==> config.mk <==
export PLATFORM = sky130hd
export DESIGN_NAME = mach_bus_ctl
export DESIGN_NICKNAME = d
export VERILOG_FILES = /design/src/rtl/mach_bus_ctl.sv
export SDC_FILE = /design/constraint.sdc
export NUM_CORES = 1
export LEC_CHECK = 0
export ABC_CLOCK_PERIOD_IN_PS = 8000
export CORE_AREA = 10 10 172 174
export CTS_CLUSTER_SIZE = 20
export DETAILED_ROUTE_END_ITERATION = 12
export DIE_AREA = 0 0 182 184
export GPL_ROUTABILITY_DRIVEN = 0
export GPL_TIMING_DRIVEN = 0
export PLACE_DENSITY = 0.69
export RECOVER_POWER = 50
export SLEW_MARGIN = 20
export SYNTH_ARGS = -nofsm -noshare
export SYNTH_HDL_FRONTEND = slang
export SYNTH_SLANG_ARGS = --single-unit
==> constraint.sdc <==
create_clock -name CLK -period 8 [get_ports CLK]
set_input_delay 0.8 -clock CLK [delete_from_list [all_inputs] [get_ports CLK]]
set_output_delay 0.8 -clock CLK [all_outputs]
set_load 0.02 [all_outputs]
==> src/rtl/mach_bus_ctl.sv <==
// mach_bus_ctl: V810 CPU-side bus cycle controller with per-slave wait states and 32->16 bit sizing.
// Optional bus timeout is compiled in when MACH_BUS_TIMEOUT_EN is defined.
module mach_bus_ctl #(
    parameter int          NSLV      = 8,
    parameter logic [15:0] WIDE16    = 16'h0000,
    parameter logic [63:0] WAIT_CNT  = 64'h0,
    parameter int          TO_CYCLES = 255
) (
    input  logic                 CLK,
    input  logic                 RES,
    input  logic                 CE,
    input  logic [31:0]          CPU_A,
    input  logic [31:0]          CPU_DO,
    output logic [31:0]          CPU_DI,
    input  logic [3:0]           CPU_BEn,
    input  logic                 CPU_RW,
    input  logic                 CPU_BCYSTn,
    output logic                 CPU_READYn,
    input  logic [NSLV-1:0]      SEL,
    output logic [NSLV-1:0]      S_CSn,
    output logic [31:0]          S_A,
    output logic [31:0]          S_DI,
    output logic [3:0]           S_BEn,
    output logic                 S_RDn,
    output logic                 S_WRn,
    input  logic [NSLV*32-1:0]   S_DO,
    input  logic [NSLV-1:0]      S_READYn,
    output logic                 TIMEOUT
);

    typedef enum logic [1:0] {
        ST_IDLE   = 2'd0,
        ST_STROBE = 2'd1,
        ST_GAP    = 2'd2,
        ST_DONE   = 2'd3
    } state_t;

    function automatic logic [3:0] half_ben(input logic wide, input logic upper, input logic [3:0] ben);
        if (!wide) begin
            half_ben = ben;
        end else if (upper) begin
            half_ben = {2'b11, ben[3:2]};
        end else begin
            half_ben = {2'b11, ben[1:0]};
        end
    endfunction

    function automatic logic [31:0] half_di(input logic wide, input logic upper, input logic [31:0] wdata);
        half_di = (wide && upper) ? {16'h0000, wdata[31:16]} : wdata;
    endfunction

    function automatic logic [31:0] lane_mask(input logic [3:0] ben);
        lane_mask = {{8{~ben[3]}}, {8{~ben[2]}}, {8{~ben[1]}}, {8{~ben[0]}}};
    endfunction

    state_t            state_r;
    logic [31:0]       do_r;
    logic [3:0]        ben_r;
    logic              rw_r;
    logic [3:0]        idx_r;
    logic              wide_r;
    logic              split_r;
    logic              half_r;
    logic [3:0]        wait_ld_r;
    logic [3:0]        wait_r;
    logic [31:0]       data_r;
    logic [31:0]       cpu_di_r;
    logic              cpu_readyn_r;
    logic [NSLV-1:0]   s_csn_r;
    logic [31:0]       s_a_r;
    logic [31:0]       s_di_r;
    logic [3:0]        s_ben_r;
    logic              s_rdn_r;
    logic              s_wrn_r;
    logic              timeout_r;

    logic [3:0]        sel_idx_s;
    logic              new_wide_s;
    logic [3:0]        new_wait_s;
    logic [NSLV-1:0]   sel_csn_s;
    logic [NSLV-1:0]   cur_csn_s;
    logic              cur_rdyn_s;
    logic [31:0]       cur_do_s;
    logic              lower_act_s;
    logic              upper_act_s;
    logic              new_split_s;
    logic              new_upper_s;
    logic              done_half_s;
    logic [31:0]       cap_raw_s;
    logic [31:0]       cap_mask_s;
    logic [31:0]       data_next_s;
    logic              to_hit_s;

`ifdef MACH_BUS_TIMEOUT_EN
    logic [15:0]       to_cnt_r;
    assign to_hit_s = (to_cnt_r == 16'(TO_CYCLES - 1));
`else
    // Never fires; the term only keeps TO_CYCLES referenced when the timeout is not built.
    assign to_hit_s = 1'b0 & (TO_CYCLES == 0);
`endif

    // Slave lookups: lowest set SEL bit for a new cycle, latched index for the cycle in flight.
    always_comb begin
        sel_idx_s = 4'd0;
        for (int k = NSLV - 1; k >= 0; k--) begin
            sel_idx_s = SEL[k] ? 4'(k) : sel_idx_s;
        end
        new_wide_s = 1'b0;
        new_wait_s = 4'd0;
        sel_csn_s  = {NSLV{1'b1}};
        cur_csn_s  = {NSLV{1'b1}};
        cur_rdyn_s = 1'b1;
        cur_do_s   = 32'h0;
        for (int k = 0; k < NSLV; k++) begin
            if (sel_idx_s == 4'(k)) begin
                new_wide_s   = WIDE16[k];
                new_wait_s   = WAIT_CNT[4*k +: 4];
                sel_csn_s[k] = 1'b0;
            end else begin
                sel_csn_s[k] = 1'b1;
            end
            if (idx_r == 4'(k)) begin
                cur_rdyn_s   = S_READYn[k];
                cur_do_s     = S_DO[32*k +: 32];
                cur_csn_s[k] = 1'b0;
            end else begin
                cur_csn_s[k] = 1'b1;
            end
        end
    end

    // Half planning for the incoming cycle and read-lane assembly for the current half.
    always_comb begin
        lower_act_s = (CPU_BEn[1:0] != 2'b11);
        upper_act_s = (CPU_BEn[3:2] != 2'b11);
        new_split_s = new_wide_s & lower_act_s & upper_act_s;
        new_upper_s = new_wide_s & ~lower_act_s & upper_act_s;
        done_half_s = (wait_r == 4'd0) && !cur_rdyn_s;
        if (wide_r && half_r) begin
            cap_raw_s  = {cur_do_s[15:0], 16'h0000};
            cap_mask_s = lane_mask({ben_r[3:2], 2'b11});
        end else if (wide_r) begin
            cap_raw_s  = cur_do_s;
            cap_mask_s = lane_mask({2'b11, ben_r[1:0]});
        end else begin
            cap_raw_s  = cur_do_s;
            cap_mask_s = lane_mask(ben_r);
        end
        data_next_s = data_r | (cap_raw_s & cap_mask_s);
    end

    // Bus cycle sequencer; every output is a register and moves only when CE is high.
    always_ff @(posedge CLK or posedge RES) begin
        if (RES) begin
            state_r      <= ST_IDLE;
            do_r         <= 32'h0;
            ben_r        <= 4'hF;
            rw_r         <= 1'b1;
            idx_r        <= 4'd0;
            wide_r       <= 1'b0;
            split_r      <= 1'b0;
            half_r       <= 1'b0;
            wait_ld_r    <= 4'd0;
            wait_r       <= 4'd0;
            data_r       <= 32'h0;
            cpu_di_r     <= 32'h0;
            cpu_readyn_r <= 1'b1;
            s_csn_r      <= {NSLV{1'b1}};
            s_a_r        <= 32'h0;
            s_di_r       <= 32'h0;
            s_ben_r      <= 4'hF;
            s_rdn_r      <= 1'b1;
            s_wrn_r      <= 1'b1;
            timeout_r    <= 1'b0;
`ifdef MACH_BUS_TIMEOUT_EN
            to_cnt_r     <= 16'h0;
`endif
        end else if (CE) begin
            cpu_readyn_r <= 1'b1;
            timeout_r    <= 1'b0;
            case (state_r)
                ST_IDLE: begin
                    if (!CPU_BCYSTn) begin
                        do_r      <= CPU_DO;
                        ben_r     <= CPU_BEn;
                        rw_r      <= CPU_RW;
                        idx_r     <= sel_idx_s;
                        wide_r    <= new_wide_s;
                        split_r   <= new_split_s;
                        half_r    <= new_upper_s;
                        wait_ld_r <= new_wait_s;
                        wait_r    <= new_wait_s;
                        data_r    <= 32'h0;
                        s_a_r     <= {CPU_A[31:2], (new_wide_s ? new_upper_s : CPU_A[1]), CPU_A[0]};
                        s_di_r    <= half_di(new_wide_s, new_upper_s, CPU_DO);
                        s_ben_r   <= half_ben(new_wide_s, new_upper_s, CPU_BEn);
`ifdef MACH_BUS_TIMEOUT_EN
                        to_cnt_r  <= 16'h0;
`endif
                        if (SEL == {NSLV{1'b0}}) begin
                            state_r      <= ST_DONE;
                            cpu_readyn_r <= 1'b0;
                            cpu_di_r     <= 32'h0;
                        end else begin
                            state_r <= ST_STROBE;
                            s_csn_r <= sel_csn_s;
                            s_rdn_r <= ~CPU_RW;
                            s_wrn_r <= CPU_RW;
                        end
                    end
                end
                ST_STROBE: begin
                    wait_r <= (wait_r == 4'd0) ? 4'd0 : wait_r - 4'd1;
`ifdef MACH_BUS_TIMEOUT_EN
                    to_cnt_r <= to_cnt_r + 16'd1;
`endif
                    if (done_half_s) begin
                        data_r  <= data_next_s;
                        s_csn_r <= {NSLV{1'b1}};
                        s_rdn_r <= 1'b1;
                        s_wrn_r <= 1'b1;
                        if (split_r && !half_r) begin
                            state_r  <= ST_GAP;
                            half_r   <= 1'b1;
                            s_a_r[1] <= 1'b1;
                            s_di_r   <= half_di(1'b1, 1'b1, do_r);
                            s_ben_r  <= half_ben(1'b1, 1'b1, ben_r);
                        end else begin
                            state_r      <= ST_DONE;
                            cpu_readyn_r <= 1'b0;
                            cpu_di_r     <= rw_r ? data_next_s : 32'h0;
                        end
                    end else if (to_hit_s) begin
                        state_r      <= ST_DONE;
                        s_csn_r      <= {NSLV{1'b1}};
                        s_rdn_r      <= 1'b1;
                        s_wrn_r      <= 1'b1;
                        cpu_readyn_r <= 1'b0;
                        cpu_di_r     <= 32'h0;
                        timeout_r    <= 1'b1;
                    end
                end
                ST_GAP: begin
`ifdef MACH_BUS_TIMEOUT_EN
                    to_cnt_r <= to_cnt_r + 16'd1;
`endif
                    if (to_hit_s) begin
                        state_r      <= ST_DONE;
                        cpu_readyn_r <= 1'b0;
                        cpu_di_r     <= 32'h0;
                        timeout_r    <= 1'b1;
                    end else begin
                        state_r <= ST_STROBE;
                        wait_r  <= wait_ld_r;
                        s_csn_r <= cur_csn_s;
                        s_rdn_r <= ~rw_r;
                        s_wrn_r <= rw_r;
                    end
                end
                ST_DONE: begin
                    state_r <= ST_IDLE;
                end
                default: begin
                    state_r <= ST_IDLE;
                end
            endcase
        end
    end

    assign CPU_DI     = cpu_di_r;
    assign CPU_READYn = cpu_readyn_r;
    assign S_CSn      = s_csn_r;
    assign S_A        = s_a_r;
    assign S_DI       = s_di_r;
    assign S_BEn      = s_ben_r;
    assign S_RDn      = s_rdn_r;
    assign S_WRn      = s_wrn_r;
    assign TIMEOUT    = timeout_r;

endmodule

# [Word-level counts from Yosys, hierarchy flattened]
# Index checks and enable logic that the tools add are counted.
[word_totals] inputBits=345 romBits=0 memories=0 ramBits=0 latch_bits=0 reg_bits=158
[op_classes] bitwise_logic=10 n_lt_le_gt_ge=0 n_eq_ne=21 reduce_logical=16 multipliers=0 shifts=0 div_mod_pow=0 addsub=1 muxes=76
[op_table] op="32-bit two-way mux" count=16
[op_table] op="32-bit case mux with 2 select lines" count=2
[op_table] op="1-bit two-way mux" count=33
[op_table] op="32-bit bitwise AND" count=1
[op_table] op="32-bit bitwise OR" count=1
[op_table] op="3-bit two-way mux" count=8
[op_table] op="8-bit two-way mux" count=3
[op_table] op="8-bit case mux with 3 select lines" count=1
[op_table] op="4-bit by 3-bit == test with 1-bit output, second input constant" count=4
[op_table] op="4-bit two-way mux" count=4
[op_table] op="5-bit AND reduction" count=3
[op_table] op="3-bit == test, second input constant" count=4
[op_table] op="4-bit zero test" count=3
[op_table] op="4-bit case mux with 3 select lines" count=1
[op_table] op="3-bit AND reduction" count=3
[op_table] op="4-bit by 2-bit == test with 1-bit output, second input constant" count=2
[op_table] op="8-bit zero test" count=1
[op_table] op="2-bit two-way mux" count=4
[op_table] op="2-bit != test, second input constant" count=4
[op_table] op="1-bit NOT" count=8
[op_table] op="2-bit case mux with 4 select lines" count=1
[op_table] op="3-bit by 2-bit == test with 1-bit output, second input constant" count=2
[op_table] op="1-bit case mux with 3 select lines" count=2
[op_table] op="2-bit == test, second input constant" count=2
[op_table] op="other kinds (11)" count=11

# [Logic depth before layout (Yosys ltp)]
[depth] word_depth=14 mapped_depth=9 mapped_depth_nobuf=7

# [Worst setup path after synthesis]
# Ideal clock, no wire load.
[synth_timing] kind="input to register" start="input port CE" end="register cpu_di_r[10], in the netlist CPU_DI[10]" path_stages=6 t_arrival_ns=2.191 setup_time_ns=0.121 path_buffers=1 required_ns=7.879 path_slack_ns=5.689 path_cell_list="a21boi_1 nand2_1 o21ai_0 o211ai_1 clkbuf_1 a22o_1"
[synth_via] elab_chain_len=1
[synth_lines] element="start, declared" line="11" source="input logic CE,"
[synth_lines] element="5-bit AND reduction (no line)"
[synth_lines] element="end signal, assigned" line="231" source="cpu_di_r <= rw_r ? data_next_s : 32'h0;"
[synth_lines] element="end, declared" line="67" source="logic [31:0] cpu_di_r;"
# Every way passes these cells.
# A chain may end at the register's enable or synchronous reset.

# [Worst setup path in the final report]
[layout_timing] start="input port CE" end="register cpu_di_r[6], in the netlist CPU_DI[6]"
# The elaborated chain is that of the path after synthesis.

==> impl_metrics.toml <==
[clocking]
cts_hold_buffers = 0
clk_pin_slew_ns = 0.07
clockBufferDepth = 2
cts_root_buffer = "clkbuf_16"
cts_buffers = 17
cts_setup_buffers = 0
cts.sinks = 157
clk-insertion-delay-late_ns = 0.43
cts_resized = 0
htree_levels = 4
tritoncts = "built"

[cells_and_area]
regArea_um2 = 3954
fin_cells = 1662
final_nets = 1666
multi_input_area_um2 = 4503
drive_gt1_share_pct = 13.65
syn2layout_area_growth_pct = 63.14
fillers = 2296

[route]
drtIter0Drc = 808
dr_total_vias = 9254
dr.pass1.iters = 6
ant_nets = 0
post_drt_wl_per_cell_um = 25.62
routed_wl_mm = 42.59
vias_per_cell = 5.568
post-route-drc-count = 0

[die]
die_w_um = 182
die_area_um2 = 33490
dieHeight_um = 184
io_pins = 457
fp.coreArea_um2 = 25910
start_util_pct = 34.37
fp-row-count = 59

[place]
dpl.hpwl_mm = 34.17
dp_cells = 1629
port_buffers = 455

[run_status]
violations = "capacitance limit, slew limit"
outcome = "finished with violations"

[timing]
clock-skew-final_ns = 0.01455
setup_tns_ns = 0
hold_viol = 0
min_period_ns = 3.584
worst_pin_slew_ns = 2.833
timing.final.setup_violations = 0
fmax_mhz = 279.0
holdWs_ns = 0.4895
fin_crit_sh_pct = 44.80
rsz0062_at_grt = "no"
slew_headroom_pct = -89.88
drv_slew = 61

[power_and_ir_drop]
switchingPower_mw = 2.169
clkPwrFrac_pct = 16.6
intPower_mw = 2.917
power_mw = 5.086
peakVddDrop_mv = 0.1951
power_density_nw_per_um2 = 350.1
leakagePower_nw = 5.981
p_sw_share_pct = 42.65
power_frac_comb_pct = 57.1
p_seq_share_pct = 26.3

[grt]
grt_usage_pct = 24.09
grt_pass1_wl_mm = 62.11
grt_max_degree = 98
grt_pass1_vias = 9810
overflow = 0
antenna_found_initial = 2

[synth]
synth-seq-area-share_pct = 44.39
synth_edf_count = 0
syn_area_um2 = 8906
async_reset_ff_share_pct = 100.0
synth-seq-cells = 157
synth_top_area_share_pct = 38.49
synth_top_family_by_area = "compound AO/OA/AOI/OAI gates"
synth-main-ff-cell = "dfrtp_1"
synth.avg_cell_area_um2 = 10.63
synth_cell_types = 59
synthTopCellsByArea = "dfrtp_1, mux2_2, a221oi_1"
synth-compound-area-share_pct = 26.34
synth_mux_area_share_pct = 15.61
synthSimpleGateAreaFrac_pct = 7.446
synth-adder-area-share_pct = 1.124
synth_nets = 1191
synth.largest_area_cell = "dfrtp_1"
yosysWarningCount = 0
synthCells = 838
synth_xor_area_share_pct = 0

[setup_path]
arrival_ns = 3.89
path_max_fanout = 10
critPathLaunchType = "input port"
required_ns = 8.31
cp-end-kind = "flop"
critPathKind = "input port to flop"

[hold_path]
hp-class = "flop to flop"

[flow_run]
maxCapViolCount = 1
-- power by group through the flow --
stage / Sequential (mW) / Clock (mW) / Combinational [mW]
floorplan: 1.60 / 0 / 1.45
global placement: 1.34 / 0 / 2.90
detailed placement: 1.35 / 0 / 2.93
CTS: 1.34 / 0.859 / 2.95
global route: 1.38 / 0.898 / 3.12
finish: 1.34 / 0.843 / 2.91
-- cell type report --
| cell class | instances | area share (%) |
|---|---|---|
| Antenna cell | 1 | 0.01722 |
| Buffer | 79 | 2.782 |
| Clock buffer | 17 | 2.928 |
| Clock inverter | 15 | 1.326 |
| Inverter | 12 | 0.3186 |
| Multi-Input combinational cell | 590 | 30.99 |
| Sequential cell | 157 | 27.21 |
| Tap cell | 335 | 2.885 |
| Timing Repair Buffer | 456 | 31.54 |
-- synth_stat cells (3+ instances only) --
cell,instances
buf_2,11
nand2_1,47
mux2_2,75
a22o_1,53
nand3_1,5
or2_2,5
a311oi_1,30
dfrtp_1,137
o21ai_0,74
a32oi_1,3
buf_4,5
buf_1,3
nor4_1,3
ha_1,8
clkbuf_1,50
mux2_1,8
o2bb2ai_1,5
a31oi_1,3
dfstp_2,20
a22o_2,7
a221oi_1,60
mux2i_1,41
o22ai_1,3
nand2b_1,3
a211o_1,31
a21oi_1,15
nor2_1,76
inv_1,10
buf_6,10
-- worst max-delay path, cell delays in order --
cell	delay, ns
dlygate4sd3_1	0.62
a21boi_0	0.62
nand2_1	0.42
o21ai_0	0.26
o211ai_1	0.45
clkbuf_1	0.40
a22o_1	0.31
-- path summary, 6_finish.rpt --
path	from	endpoint	slack (ns)	cells after the start
min in group asynchronous	RES	data_r[5]$_DFFE_PP0P_	1.64	2
max in group asynchronous	RES	ben_r[3]$_DFFE_PP1P_	5.02	3
min	data_r[30]$_DFFE_PP0P_	data_r[30]$_DFFE_PP0P_	0.49	1
max reg2reg	state_r[0]$_DFFE_PP0P_	CPU_DI[6]$_DFFE_PP0P_	4.63	8
max	CE	CPU_DI[6]$_DFFE_PP0P_	4.42	7
min reg2reg	data_r[30]$_DFFE_PP0P_	data_r[30]$_DFFE_PP0P_	0.49	1
-- cells by family (layout without fill, tap and decap cells) --
group           Yosys count  count (layout)
buf+inv                  91             579
compound gates          302             302
mux                     126             126
simple gates            153             153
fa+ha+maj                 8               8
other cells               1               2
flops                   157             157
-- state kept, by name, summed over array words and instances (netlist names), 4 cells and up --
| name | flops |
|---|---|
| CPU_DI | 32 |
| wait_r | 4 |
| S_CSn | 8 |
| ben_r | 4 |
| data_r | 32 |
| S_DI | 32 |
| S_A | 32 |
| S_BEn | 4 |
-- layout by cell type (no fill, tap or decap), types with 4 or more instances in the layout --
| cell type | synthesis | layout |
|---|---|---|
| a211o_1 | 31 | 31 |
| a21oi_1 | 15 | 15 |
| a221oi_1 | 60 | 60 |
| a22o_1 | 53 | 53 |
| a22o_2 | 7 | 7 |
| a311oi_1 | 30 | 30 |
| buf_2 | 11 | 11 |
| buf_4 | 5 | 5 |
| buf_6 | 10 | 10 |
| clkbuf_1 | 50 | 50 |
| clkbuf_16 | 0 | 17 |
| clkdlybuf4s50_1 | 0 | 402 |
| clkinv_8 | 0 | 4 |
| dfrtp_1 | 137 | 137 |
| dfstp_2 | 20 | 20 |
| dlygate4sd3_1 | 0 | 53 |
| ha_1 | 8 | 8 |
| inv_1 | 10 | 9 |
| inv_8 | 0 | 4 |
| mux2_1 | 8 | 8 |
| mux2_2 | 75 | 75 |
| mux2i_1 | 41 | 41 |
| nand2_1 | 47 | 47 |
| nand3_1 | 5 | 5 |
| nor2_1 | 76 | 76 |
| o21ai_0 | 74 | 74 |
| o2bb2ai_1 | 5 | 5 |
| or2_2 | 5 | 5 |
-- per-layer routing --
layer | global-route usage (%) | vias up | wire (um)
met5 | 0 | - | 8
met4 | 6.085 | 2 | 791
met3 | 8.740 | 49 | 4346
met2 | 40.79 | 519 | 20660
met1 | 28.39 | 4495 | 16780
li1 | - | 4189 | -
-- per-stage QoR --
step / cell area [um2] / util (%) / worst slack (ns)
floorplan: 8906 / - / 2.998
global placement: 13880 / 53.57 / 0.6276
detailed placement: 13910 / 53.70 / 4.372
CTS: 14530 / 56.09 / 4.818
global route: 14530 / 56.07 / 4.304
finish: 14530 / 56.07 / 4.416
No activity file was read; power rests on OpenSTA's default activity.
